==> config.mk <==
export PLATFORM = sky130hd
export DESIGN_NAME = pc_sequencer
export DESIGN_NICKNAME = d
export VERILOG_FILES = /design/src/rtl/pc_sequencer_pkg.sv /design/src/rtl/pc_sequencer_return_stack.sv /design/src/rtl/pc_sequencer.sv
export SDC_FILE = /design/constraint.sdc
export NUM_CORES = 1
export LEC_CHECK = 0
export ABC_AREA = 1
export CAP_MARGIN = 20
export CORE_MARGIN = 2
export CORE_UTILIZATION = 30
export DETAILED_ROUTE_END_ITERATION = 8
export SYNTH_ARGS = -nofsm -noshare
export SYNTH_HDL_FRONTEND = slang
export SYNTH_SLANG_ARGS = --single-unit
==> constraint.sdc <==
create_clock -name clk -period 1.16 [get_ports clk]
set_input_delay 0.29 -clock clk [delete_from_list [all_inputs] [get_ports clk]]
set_output_delay 0.29 -clock clk [all_outputs]
set_load 0.02 [all_outputs]
==> src/rtl/pc_sequencer_pkg.sv <==
// Shared CPU definitions: sequencer state encoding, default widths and reset PC,
// and the condition codes shared with the branch comparator.
package pc_sequencer_pkg;

  localparam int          ADDR_W_DEF   = 16;
  localparam logic [15:0] RESET_PC_DEF = 16'h0000;

  localparam logic [1:0] ST_RUN   = 2'd0;
  localparam logic [1:0] ST_FLUSH = 2'd1;
  localparam logic [1:0] ST_HALT  = 2'd2;

  // Comparator condition codes; bit 3 selects the negated variant.
  localparam logic [3:0] CC_GT  = 4'b0000;
  localparam logic [3:0] CC_LT  = 4'b0001;
  localparam logic [3:0] CC_EQ  = 4'b0010;
  localparam logic [3:0] CC_NE  = 4'b0011;
  localparam logic [3:0] CC_Z   = 4'b0100;
  localparam logic [3:0] CC_NGT = 4'b1000;
  localparam logic [3:0] CC_NLT = 4'b1001;
  localparam logic [3:0] CC_NEQ = 4'b1010;
  localparam logic [3:0] CC_NNE = 4'b1011;

endpackage

==> src/rtl/pc_sequencer_return_stack.sv <==
// Circular return-address LIFO; a push when full overwrites the oldest entry.
// Only built with PC_SEQUENCER_RETURN_STACK_EN defined.
`ifdef PC_SEQUENCER_RETURN_STACK_EN
module return_stack #(
  parameter int W     = 16,
  parameter int DEPTH = 4
) (
  input  logic         clk,
  input  logic         reset,
  input  logic         push,
  input  logic         pop,
  input  logic [W-1:0] push_data,
  output logic [W-1:0] top,
  output logic         full,
  output logic         empty,
  output logic         err
);
  localparam int PW = (DEPTH > 1) ? $clog2(DEPTH) : 1;
  localparam int CW = $clog2(DEPTH + 1);

  logic [W-1:0]  mem [DEPTH];
  logic [PW-1:0] wr_ptr;
  logic [PW-1:0] top_ptr;
  logic [CW-1:0] count;

  assign top_ptr = (wr_ptr == '0) ? PW'(DEPTH - 1) : wr_ptr - PW'(1);
  assign top     = mem[top_ptr];
  assign full    = (count == CW'(DEPTH));
  assign empty   = (count == '0);
  assign err     = (push && full) || (pop && empty);

  always_ff @(posedge clk) begin
    if (push) mem[wr_ptr] <= push_data;
  end

  always_ff @(posedge clk) begin
    if (reset) begin
      wr_ptr <= '0;
      count  <= '0;
    end else if (push) begin
      wr_ptr <= (wr_ptr == PW'(DEPTH - 1)) ? '0 : wr_ptr + PW'(1);
      if (!full) count <= count + CW'(1);
    end else if (pop && !empty) begin
      wr_ptr <= top_ptr;
      count  <= count - CW'(1);
    end
  end
endmodule
`endif

==> src/rtl/pc_sequencer.sv <==
// Program-counter sequencer: advances or redirects the fetch PC and flushes the
// single wrong-path fetch after a redirect. Optional return stack: PC_SEQUENCER_RETURN_STACK_EN.
module pc_sequencer
  import pc_sequencer_pkg::*;
#(
  parameter int                ADDR_W      = ADDR_W_DEF,
  parameter logic [ADDR_W-1:0] RESET_PC    = ADDR_W'(RESET_PC_DEF),
  parameter int                STACK_DEPTH = 4
) (
  input  logic              clk,
  input  logic              reset,
  input  logic              instr_ready,
  input  logic              stall,
  input  logic              is_branch,
  input  logic              jump,
  input  logic              is_jmp,
  input  logic [ADDR_W-1:0] target,
  input  logic              halt_req,
  input  logic              is_call,
  input  logic              is_ret,
  output logic [ADDR_W-1:0] pc,
  output logic              fetch_en,
  output logic              flush,
  output logic              halted,
  output logic              stack_err,
  output logic [1:0]        fsm_state
);
  // Handshake: an instruction is consumed only on a cycle where instr_ready=1,
  // stall=0 and the sequencer is in RUN; all other cycles leave it unconsumed.
  localparam logic [ADDR_W-1:0] ONE = ADDR_W'(1);

  logic [1:0]        state, state_n;
  logic [ADDR_W-1:0] pc_n, pc_inc;
  logic              err_n, accept, taken;

  assign fsm_state = state;
  assign accept    = instr_ready && !stall && (state == ST_RUN);
  assign taken     = is_jmp || (is_branch && jump);
  assign pc_inc    = pc + ONE;

`ifdef PC_SEQUENCER_RETURN_STACK_EN
  logic              do_push, do_pop, stk_full, stk_empty, stk_err;
  logic [ADDR_W-1:0] stk_top;
  logic              unused_stk;

  assign do_pop     = accept && !halt_req && is_ret;
  assign do_push    = accept && !halt_req && !is_ret && is_call;
  assign unused_stk = stk_full;

  return_stack #(.W(ADDR_W), .DEPTH(STACK_DEPTH)) u_stack (
    .clk       (clk),
    .reset     (reset),
    .push      (do_push),
    .pop       (do_pop),
    .push_data (pc_inc),
    .top       (stk_top),
    .full      (stk_full),
    .empty     (stk_empty),
    .err       (stk_err)
  );
`else
  logic unused_cfg;
  assign unused_cfg = ^{is_call, is_ret, STACK_DEPTH[0]};
`endif

  always_comb begin
    state_n = state;
    pc_n    = pc;
    err_n   = 1'b0;
    case (state)
      ST_RUN: begin
        if (accept) begin
          if (halt_req) begin
            state_n = ST_HALT;
          end
`ifdef PC_SEQUENCER_RETURN_STACK_EN
          else if (is_ret) begin
            err_n = stk_err;
            if (stk_empty) begin
              pc_n = pc_inc;
            end else begin
              pc_n    = stk_top;
              state_n = ST_FLUSH;
            end
          end else if (is_call) begin
            err_n   = stk_err;
            pc_n    = target;
            state_n = ST_FLUSH;
          end
`endif
          else if (taken) begin
            pc_n    = target;
            state_n = ST_FLUSH;
          end else begin
            pc_n = pc_inc;
          end
        end
      end
      ST_FLUSH: begin
        if (!stall) state_n = ST_RUN;
      end
      default: state_n = state;
    endcase
  end

  // Outputs are registered copies of the next state so they line up with pc.
  always_ff @(posedge clk) begin
    if (reset) begin
      state     <= ST_RUN;
      pc        <= RESET_PC;
      fetch_en  <= 1'b0;
      flush     <= 1'b0;
      halted    <= 1'b0;
      stack_err <= 1'b0;
    end else begin
      state     <= state_n;
      pc        <= pc_n;
      fetch_en  <= (state_n != ST_HALT);
      flush     <= (state_n == ST_FLUSH);
      halted    <= (state_n == ST_HALT);
      stack_err <= err_n;
    end
  end

endmodule
After elaboration in Yosys (flattened, before gate mapping)
Cells that the tools add are included.
{ "word_totals": {"register_bits": 21, "inputBits": 26, "out_inout_bits": 22} }
{ "op_classes": {"n_addsub": 1, "n_eq_ne": 4, "n_mux": 6, "bitwise": 1, "reduce_logical": 7} }
{ "op_table": {"columns": ["op", "n"], "rows": [
  ["16-bit by 1-bit adder with 16-bit output, second input constant", 1],
  ["16-bit two-way mux", 1],
  ["2-bit two-way mux", 4],
  ["2-bit by 1-bit equality test with 1-bit output, second input constant", 2],
  ["2-bit one-hot mux with 2 select lines", 1],
  ["1-bit logical AND", 3],
  ["3-bit AND reduction", 1],
  ["2-bit equality test, second input constant", 1],
  ["2-bit zero test", 1],
  ["2-bit inequality test, second input constant", 1],
  ["1-bit zero test", 1],
  ["1-bit logical OR", 1],
  ["1-bit NOT", 1]
]} }

Longest topological paths before layout
Gate-level depths: netlist of run 1.
{ "depth": {"ltp_word": 7, "mapped_depth": 8, "mapped_depth_nobuf": 8} }

Worst setup path after synthesis of run 1
No wires, ideal clock.
{ "synth_timing": {"path_kind": "register to register", "start": "reg pc[0]", "end": "reg pc[10]", "setup_ns": 0.130, "arrival_ns": 1.295, "path_slack_ns": -0.265, "path_stages_with_launch": 8, "period_less_slack_ns": 1.425, "path_cell_list": "dfxtp_1 -> ha_1 -> nand3_1 -> nor2_2 -> and2_1 -> nand2_1 -> nand3_1 -> a31oi_1"} }
{ "synth_via": {"elab_chain_len": 2} }
{ "synth_lines": {"columns": ["element", "line_no", "text"], "rows": [
  ["start, declared", "pc_sequencer.sv:21", "output logic [ADDR_W-1:0] pc,"],
  ["start signal, assigned", "pc_sequencer.sv:117", "pc <= pc_n;"],
  ["16-bit by 1-bit adder with 16-bit output", "pc_sequencer.sv:39", "assign pc_inc = pc + ONE;"],
  ["16-bit two-way mux", "pc_sequencer.sv:91", "else if (taken) begin"]
]} }
Every way passes these cells.
A chain may end at the register's enable or synchronous reset.

Worst setup path in the final report of run 1
{ "layout_timing": {"start": "reg state[1] (netlist: fsm_state[1])", "end": "reg pc[15]"} }
{ "layout_via": {"elab_chain_len": 3} }
{ "layout_lines": {"columns": ["element", "line_no", "text"], "rows": [
  ["start, declared", "pc_sequencer.sv:32", "logic [1:0] state, state_n;"],
  ["start signal, assigned", "pc_sequencer.sv:116", "state <= state_n;"],
  ["2-bit zero test *", "pc_sequencer.sv:37, pc_sequencer.sv:70", null],
  ["1-bit logical AND", "pc_sequencer.sv:37", "assign accept = instr_ready && !stall && (state == ST_RUN);"],
  ["3-bit AND reduction (no source line) *", null, null]
]} }
Mark *: on every way between the ends. The rest lies on a longest branch, timed or not.

==> flow_metrics.tcl, run 1 <==
set metrics [dict create \
    place.gp.congestion 0.871 \
    finalClockSkew_ns 0.00708 \
    ys.warnings.count 0 \
    antenna_found_initial 0 \
    clock_path_buffers 2 \
    finalHoldViolCount 0 \
    seq_area_frac_synth 0.333 \
    drt_pass1_iterations 4 \
    initial_core_util 0.313 \
    core_area_sq_mm 0.00403 \
    via_per_inst 4.67 \
    final_cells 333 \
    cts_hold_buf 0 \
    slowest_delay_ns 0.36 \
    grt_pass1_wl_microns 6420 \
    clk_latency_ns 0.28 \
    worst_slack_ns -0.144 \
    cts_tree "done" \
    power_frac_comb 0.258 \
    whs_endpoint "pc[9]$_SDFFE_PP0P_" \
    finalWirelength_microns 3950 \
    drcViolationCount 0 \
    fin_crit_sh 1.12 \
    grt_start_max_net_pins 13 \
    dpl-instance-area_sq_mm 0.00205 \
    layout-drive-gt1-share 0.452 \
    placedCellCount 323 \
    utilization 0.563 \
    cts_sinks 21 \
    slew_viol_final 0 \
    fin_area_sq_mm 0.00227 \
    seqPwrFrac 0.444 \
    synth_area_per_cell_sq_um 6.22 \
    p_sw_frac 0.303 \
    power.density_mw_per_mm2 762 \
    antennaDiodeCount 0 \
    critPathCaptureType "register" \
    dieArea_sq_mm 0.00474 \
    die_h_microns 68.9 \
    worstPathArrival_ns 1.51 \
    hold_ws_ns 0.508 \
    numCtsBuffers 3 \
    path_clk_slew_ns 0.09 \
    cp_max_fo 8 \
    syn_nets 230 \
    worstHoldPathType "reg2reg" \
    synth.distinct_cells 27 \
    min_path_cells 2 \
    outcome "finished, violations left" \
    required_ns 1.37 \
    grt_overflow 0 \
    holdCritStartpoint "pc[9]$_SDFFE_PP0P_" \
    place.port_buffers 44 \
    postRouteAntennaNets 0 \
    rr_worst_depth 7 \
    htree_levels 1 \
    nFillCells 393 \
    rows 23 \
    fmax_mhz 767 \
    syn-instance-count 203 \
    p_int_mw 1.21 \
    vias 1554 \
    vdd_ir_drop_max_uv 569 \
    rsz0062_at_grt "yes" \
    p_clk_frac 0.298 \
    p_sw_mw 0.524 \
    synth_area_sq_mm 0.00126 \
    r2r-start "fsm_state[1]$_SDFF_PP0_" \
    dieWidth_microns 68.9 \
    dp.final_hpwl_microns 3000 \
    synthToLayoutAreaGrowth_pct 79.8 \
    reg2reg_to "pc[15]$_SDFFE_PP0P_" \
    r2r_setup_slack_ns -0.14 \
    layout_min_cycle_time_ns 1.30 \
    slowest_stage "dfxtp_4" \
    critPathKind "reg2reg" \
    grtUsageTotal 0.178 \
    finalSetupViolations 19 \
    drt_iter0_drc 62 \
    drv_cap 0 \
    grt_pass1_vias 1486 \
    crit_path_cell_trace "nor2_4 > nand4_4 > buf_6 > buf_12 > nor2_2 > nand2_1 > a21oi_1" \
    critPathLaunchType "register" \
    leakagePower_nw 0.968 \
    num-nets-final 311 \
    io_pins 48 \
    synth-seq-cells 21 \
    violations "negative setup slack" \
    cts_root_buffer "clkbuf_8" \
    wl_per_cell_microns 11.8 \
]
placed cells by master, fill, tap and decap left out, types with 2 or more instances in the layout:
| master | netlist | routed |
|---|---|---|
| a21oi_1 | 12 | 7 |
| a21oi_2 | 0 | 5 |
| a31oi_1 | 4 | 4 |
| buf_2 | 3 | 18 |
| buf_4 | 1 | 31 |
| buf_6 | 0 | 7 |
| clkbuf_8 | 0 | 3 |
| clkdlybuf4s50_1 | 0 | 19 |
| dfxtp_1 | 21 | 7 |
| dfxtp_2 | 0 | 7 |
| dfxtp_4 | 0 | 7 |
| dlygate4sd2_1 | 0 | 3 |
| inv_1 | 21 | 17 |
| inv_2 | 1 | 3 |
| inv_4 | 0 | 2 |
| nand2_1 | 47 | 39 |
| nand2_2 | 2 | 7 |
| nand2_4 | 0 | 2 |
| nand3_1 | 20 | 15 |
| nand3_2 | 0 | 4 |
| nand4_1 | 3 | 3 |
| nor2_1 | 35 | 19 |
| nor2_2 | 3 | 10 |
| nor2_4 | 1 | 10 |
| nor3_1 | 5 | 2 |
| nor3_2 | 0 | 2 |
| o21ai_0 | 11 | 4 |
| o21ai_1 | 1 | 8 |
| xor2_1 | 2 | 2 |
repair_timing:
item / CTS / global route
resized for setup: 105 / 53
endpoints found under the setup margin: 41 / 27
buffers inserted: 2 / 4
pin swaps: 7 / 19
stage by stage:
step           total power [mW]  worst slack [ns]  TNS [ns]
2_1_floorplan             0.954           -0.0445    -0.137
3_3_place_gp               1.18            -0.468     -9.91
3_5_place_dp               1.18            -0.501    -10.39
4_1_cts                    1.69            -0.133     -1.66
5_1_grt                    1.81            -0.191     -2.63
6_report                   1.73            -0.144     -1.34
Yosys cell counts:
| cell type | number | area, sq um |
|---|---|---|
| inv_1 | 21 | 78.8 |
| xor2_1 | 2 | 17.5 |
| nand2_1 | 47 | 176 |
| ha_1 | 1 | 12.5 |
| nor2_1 | 35 | 131 |
| clkbuf_1 | 2 | 7.51 |
| nand4_1 | 3 | 18.8 |
| nor3_1 | 5 | 25.0 |
| nor2_2 | 3 | 18.8 |
| o21ai_0 | 11 | 55.1 |
| dfxtp_1 | 21 | 420 |
| clkinv_2 | 1 | 5.00 |
| buf_4 | 1 | 7.51 |
| o211ai_1 | 1 | 7.51 |
| conb_1 | 1 | 3.75 |
| a31oi_1 | 4 | 25.0 |
| nand2_2 | 2 | 12.5 |
| nand4_4 | 1 | 21.3 |
| o21bai_1 | 1 | 7.51 |
| nor2_4 | 1 | 11.3 |
| inv_2 | 1 | 3.75 |
| o21ai_1 | 1 | 5.00 |
| nand3_1 | 20 | 100 |
| a21oi_1 | 12 | 60.1 |
| buf_2 | 3 | 15.0 |
| and2_1 | 1 | 6.26 |
| xnor2_1 | 1 | 8.76 |
area by class of cell:
type | count | area (sq um) | area share
Sequential cell | 21 | 455 | 0.201
Multi-Input combinational cell | 153 | 938 | 0.413
Inverter | 23 | 96.3 | 0.0424
Clock inverter | 1 | 5.00 | 0.00221
Timing Repair Buffer | 82 | 671 | 0.295
Tap cell | 50 | 62.6 | 0.0276
Clock buffer | 3 | 41.3 | 0.0182
power groups by stage:
stage          logic [mW]  registers [mW]  clock network (mW)
2_1_floorplan       0.130           0.824                   0
3_3_place_gp        0.389           0.788                   0
3_5_place_dp        0.390           0.787                   0
4_1_cts             0.398           0.769               0.526
5_1_grt             0.483           0.773               0.557
6_report            0.446           0.768               0.516
worst max-delay path by stage:
stage	startpoint	end	slack, ns	cells past startpoint
6_report	fsm_state[1]$_SDFF_PP0_	pc[15]$_SDFFE_PP0P_	-0.14	7
5_1_grt	fsm_state[1]$_SDFF_PP0_	pc[14]$_SDFFE_PP0P_	-0.19	7
4_1_cts	fsm_state[0]$_SDFF_PP0_	pc[12]$_SDFFE_PP0P_	-0.13	7
3_5_place_dp	instr_ready	pc[12]$_SDFFE_PP0P_	-0.50	7
3_3_place_gp	stall	fetch_en$_SDFF_PP0_	-0.47	8
2_1_floorplan	pc[1]$_SDFFE_PP0P_	pc[10]$_SDFFE_PP0P_	-0.04	7
state kept, by name, indices dropped and copies added (netlist names):
signal     count
halted         1
flush          1
fsm_state      2
pc            16
fetch_en       1
logic make-up after synthesis:
kind of cell	after synthesis	synth area share
and+or+nand+nor	118	0.413
xor gates and xnor gates	3	0.0208
other	1	0.00297
buffers and inverters	29	0.0932
DFF	21	0.333
adders and majority gates	1	0.00991
AOI/OAI and AO/OA	30	0.127
routing by layer:
layer,track usage,wire length [microns],up-vias
met1,0.232,1860,696
li1,-,-,814
met4,0.0490,46,0
met5,0,0,-
met3,0.0325,184,5
met2,0.300,1850,39
worst max-delay path, delay by kind of cell, from the launching register on:
kind,cells,cell delay [ns]
flops,1,0.36
compound gates,1,0.11
buf+inv,2,0.33
simple gates,4,0.44
(Power assumes the default switching activity.)
==> run 2, diff against run 1 <==
==> constraint.sdc (replaced) <==
create_clock -name clk -period 1.2 [get_ports clk]
set_input_delay 0.3 -clock clk [delete_from_list [all_inputs] [get_ports clk]]
set_output_delay 0.3 -clock clk [all_outputs]
set_load 0.02 [all_outputs]
==> run 2 against run 1 <==
  * The run still ends with negative setup slack left
  * Combinational power about the same
  * Sequential share of layout area decreased by 0.65 points
  * Clock skew down 0.0042 ns
  * Largest cell class unchanged
==> flow_metrics.tcl, run 2 (synthesized netlist as in run 1, its figures left out) <==
set metrics [dict create \
    cp_max_fo 8 \
    slew_viol_final 0 \
    drv_cap 0 \
    fin_area_sq_mm 0.00231 \
    synthToLayoutAreaGrowth_pct 82.8 \
    grt_overflow 0 \
    final_cells 332 \
    rows 23 \
    rsz0062_at_grt "yes" \
    cts_root_buffer "clkbuf_8" \
    antenna_found_initial 0 \
    min_path_cells 2 \
    layout-drive-gt1-share 0.461 \
    cts_sinks 21 \
    critPathKind "reg2reg" \
    grt_start_max_net_pins 13 \
    via_per_inst 4.70 \
    cts_tree "done" \
    layout_common_cells "nand2_1 (37), buf_4 (29), nor2_1 (25), clkdlybuf4s50_1 (17), inv_1 (15)" \
    drcViolationCount 0 \
    dieArea_sq_mm 0.00474 \
    dp.final_hpwl_microns 2800 \
    layout_min_cycle_time_ns 1.26 \
    htree_levels 1 \
    fmax_mhz 793 \
    placedCellCount 322 \
    rr_worst_depth 7 \
    largest_reg_flops 16 \
    finalHoldViolCount 0 \
    finalSetupViolations 12 \
    vdd_ir_drop_max_uv 657 \
    worstPathArrival_ns 1.46 \
    vias 1559 \
    dpl-instance-area_sq_mm 0.00202 \
    grt_pass1_vias 1436 \
    power.density_mw_per_mm2 727 \
    wl_per_cell_microns 11.7 \
    grtUsageTotal 0.175 \
    drt_pass1_iterations 4 \
    critPathLaunchType "register" \
    leakagePower_nw 0.969 \
    numCtsBuffers 3 \
    final_common_cell "nand2_1" \
    critPathCaptureType "register" \
    clk_latency_ns 0.27 \
    place.gp.congestion 0.879 \
    antennaDiodeCount 0 \
    num-nets-final 310 \
    place.port_buffers 44 \
    drt_iter0_drc 56 \
    die_h_microns 68.9 \
    utilization 0.573 \
    core_area_sq_mm 0.00403 \
    outcome "finished, violations left" \
    violations "negative setup slack" \
    postRouteAntennaNets 0 \
    finalWirelength_microns 3880 \
    grt_pass1_wl_microns 6240 \
    required_ns 1.40 \
    path_clk_slew_ns 0.08 \
    worstHoldPathType "reg2reg" \
    cts_hold_buf 0 \
    finalClockSkew_ns 0.00291 \
    worst_slack_ns -0.0618 \
    regMostFlops "pc" \
    clock_path_buffers 2 \
    dieWidth_microns 68.9 \
    io_pins 48 \
    fin_crit_sh 1.05 \
    p_total_mw 1.68 \
    initial_core_util 0.313 \
]
-- run 2: final timing paths --
| check | start | to | slack [ns] |
|---|---|---|---|
| max | fsm_state[0]$_SDFF_PP0_ | pc[12]$_SDFFE_PP0P_ | -0.06 |
| min | pc[4]$_SDFFE_PP0P_ | pc[4]$_SDFFE_PP0P_ | 0.53 |
| max reg2reg | fsm_state[0]$_SDFF_PP0_ | pc[12]$_SDFFE_PP0P_ | -0.06 |
| min reg2reg | pc[4]$_SDFFE_PP0P_ | pc[4]$_SDFFE_PP0P_ | 0.53 |
-- run 2: layout make-up --
cell class                 instances  area [sq um]
timing repair buffer              81           694
clock inverter                     1          5.00
clock buffer                       3          41.3
multi-input combinational        153           950
inverter                          23           106
tap                               50          62.6
sequential                        21           448
fill                             398          1720
-- run 2: power breakdown --
group          leakage, nW  switching (mW)  internal (mW)  total, mW
logic                0.765           0.225          0.221      0.446
registers            0.178          0.0211          0.719      0.740
clock network       0.0255           0.259          0.232      0.491
-- run 2: layer usage --
layer  up-vias  wire length (microns)  track usage
met3         2                    164       0.0357
met4         0                     27       0.0368
li1        814                      -            -
met2        32                   1860        0.293
met5         -                      0            0
met1       711                   1830        0.232
-- run 2: timing repair --
item                                    in CTS  in global routing
setup buffers                                5                  0
cloned                                       1                  0
pin swaps                                   12                 27
gates resized for setup                     95                 71
hold endpoints to repair                     0                  0
endpoints found under the setup margin      41                 32
-- run 2: stage by stage --
stage          setup TNS, ns  hold slack (ns)  setup slack [ns]
4_1_cts               -0.429            0.508           -0.0466
5_1_grt                -1.89            0.566            -0.153
2_1_floorplan       -0.00959            0.437          -0.00959
3_3_place_gp           -8.11            0.541            -0.442
3_5_place_dp           -8.39            0.548            -0.447
6_report              -0.503            0.528           -0.0618
-- run 2: critical path: stages (launching register included) --
cell and delay (ns):
dfxtp_4 0.37, nor2_4 0.13, nand4_4 0.11, buf_12 0.17, buf_6 0.14, nor2_1 0.10
nand2_1 0.07, a21oi_2 0.11
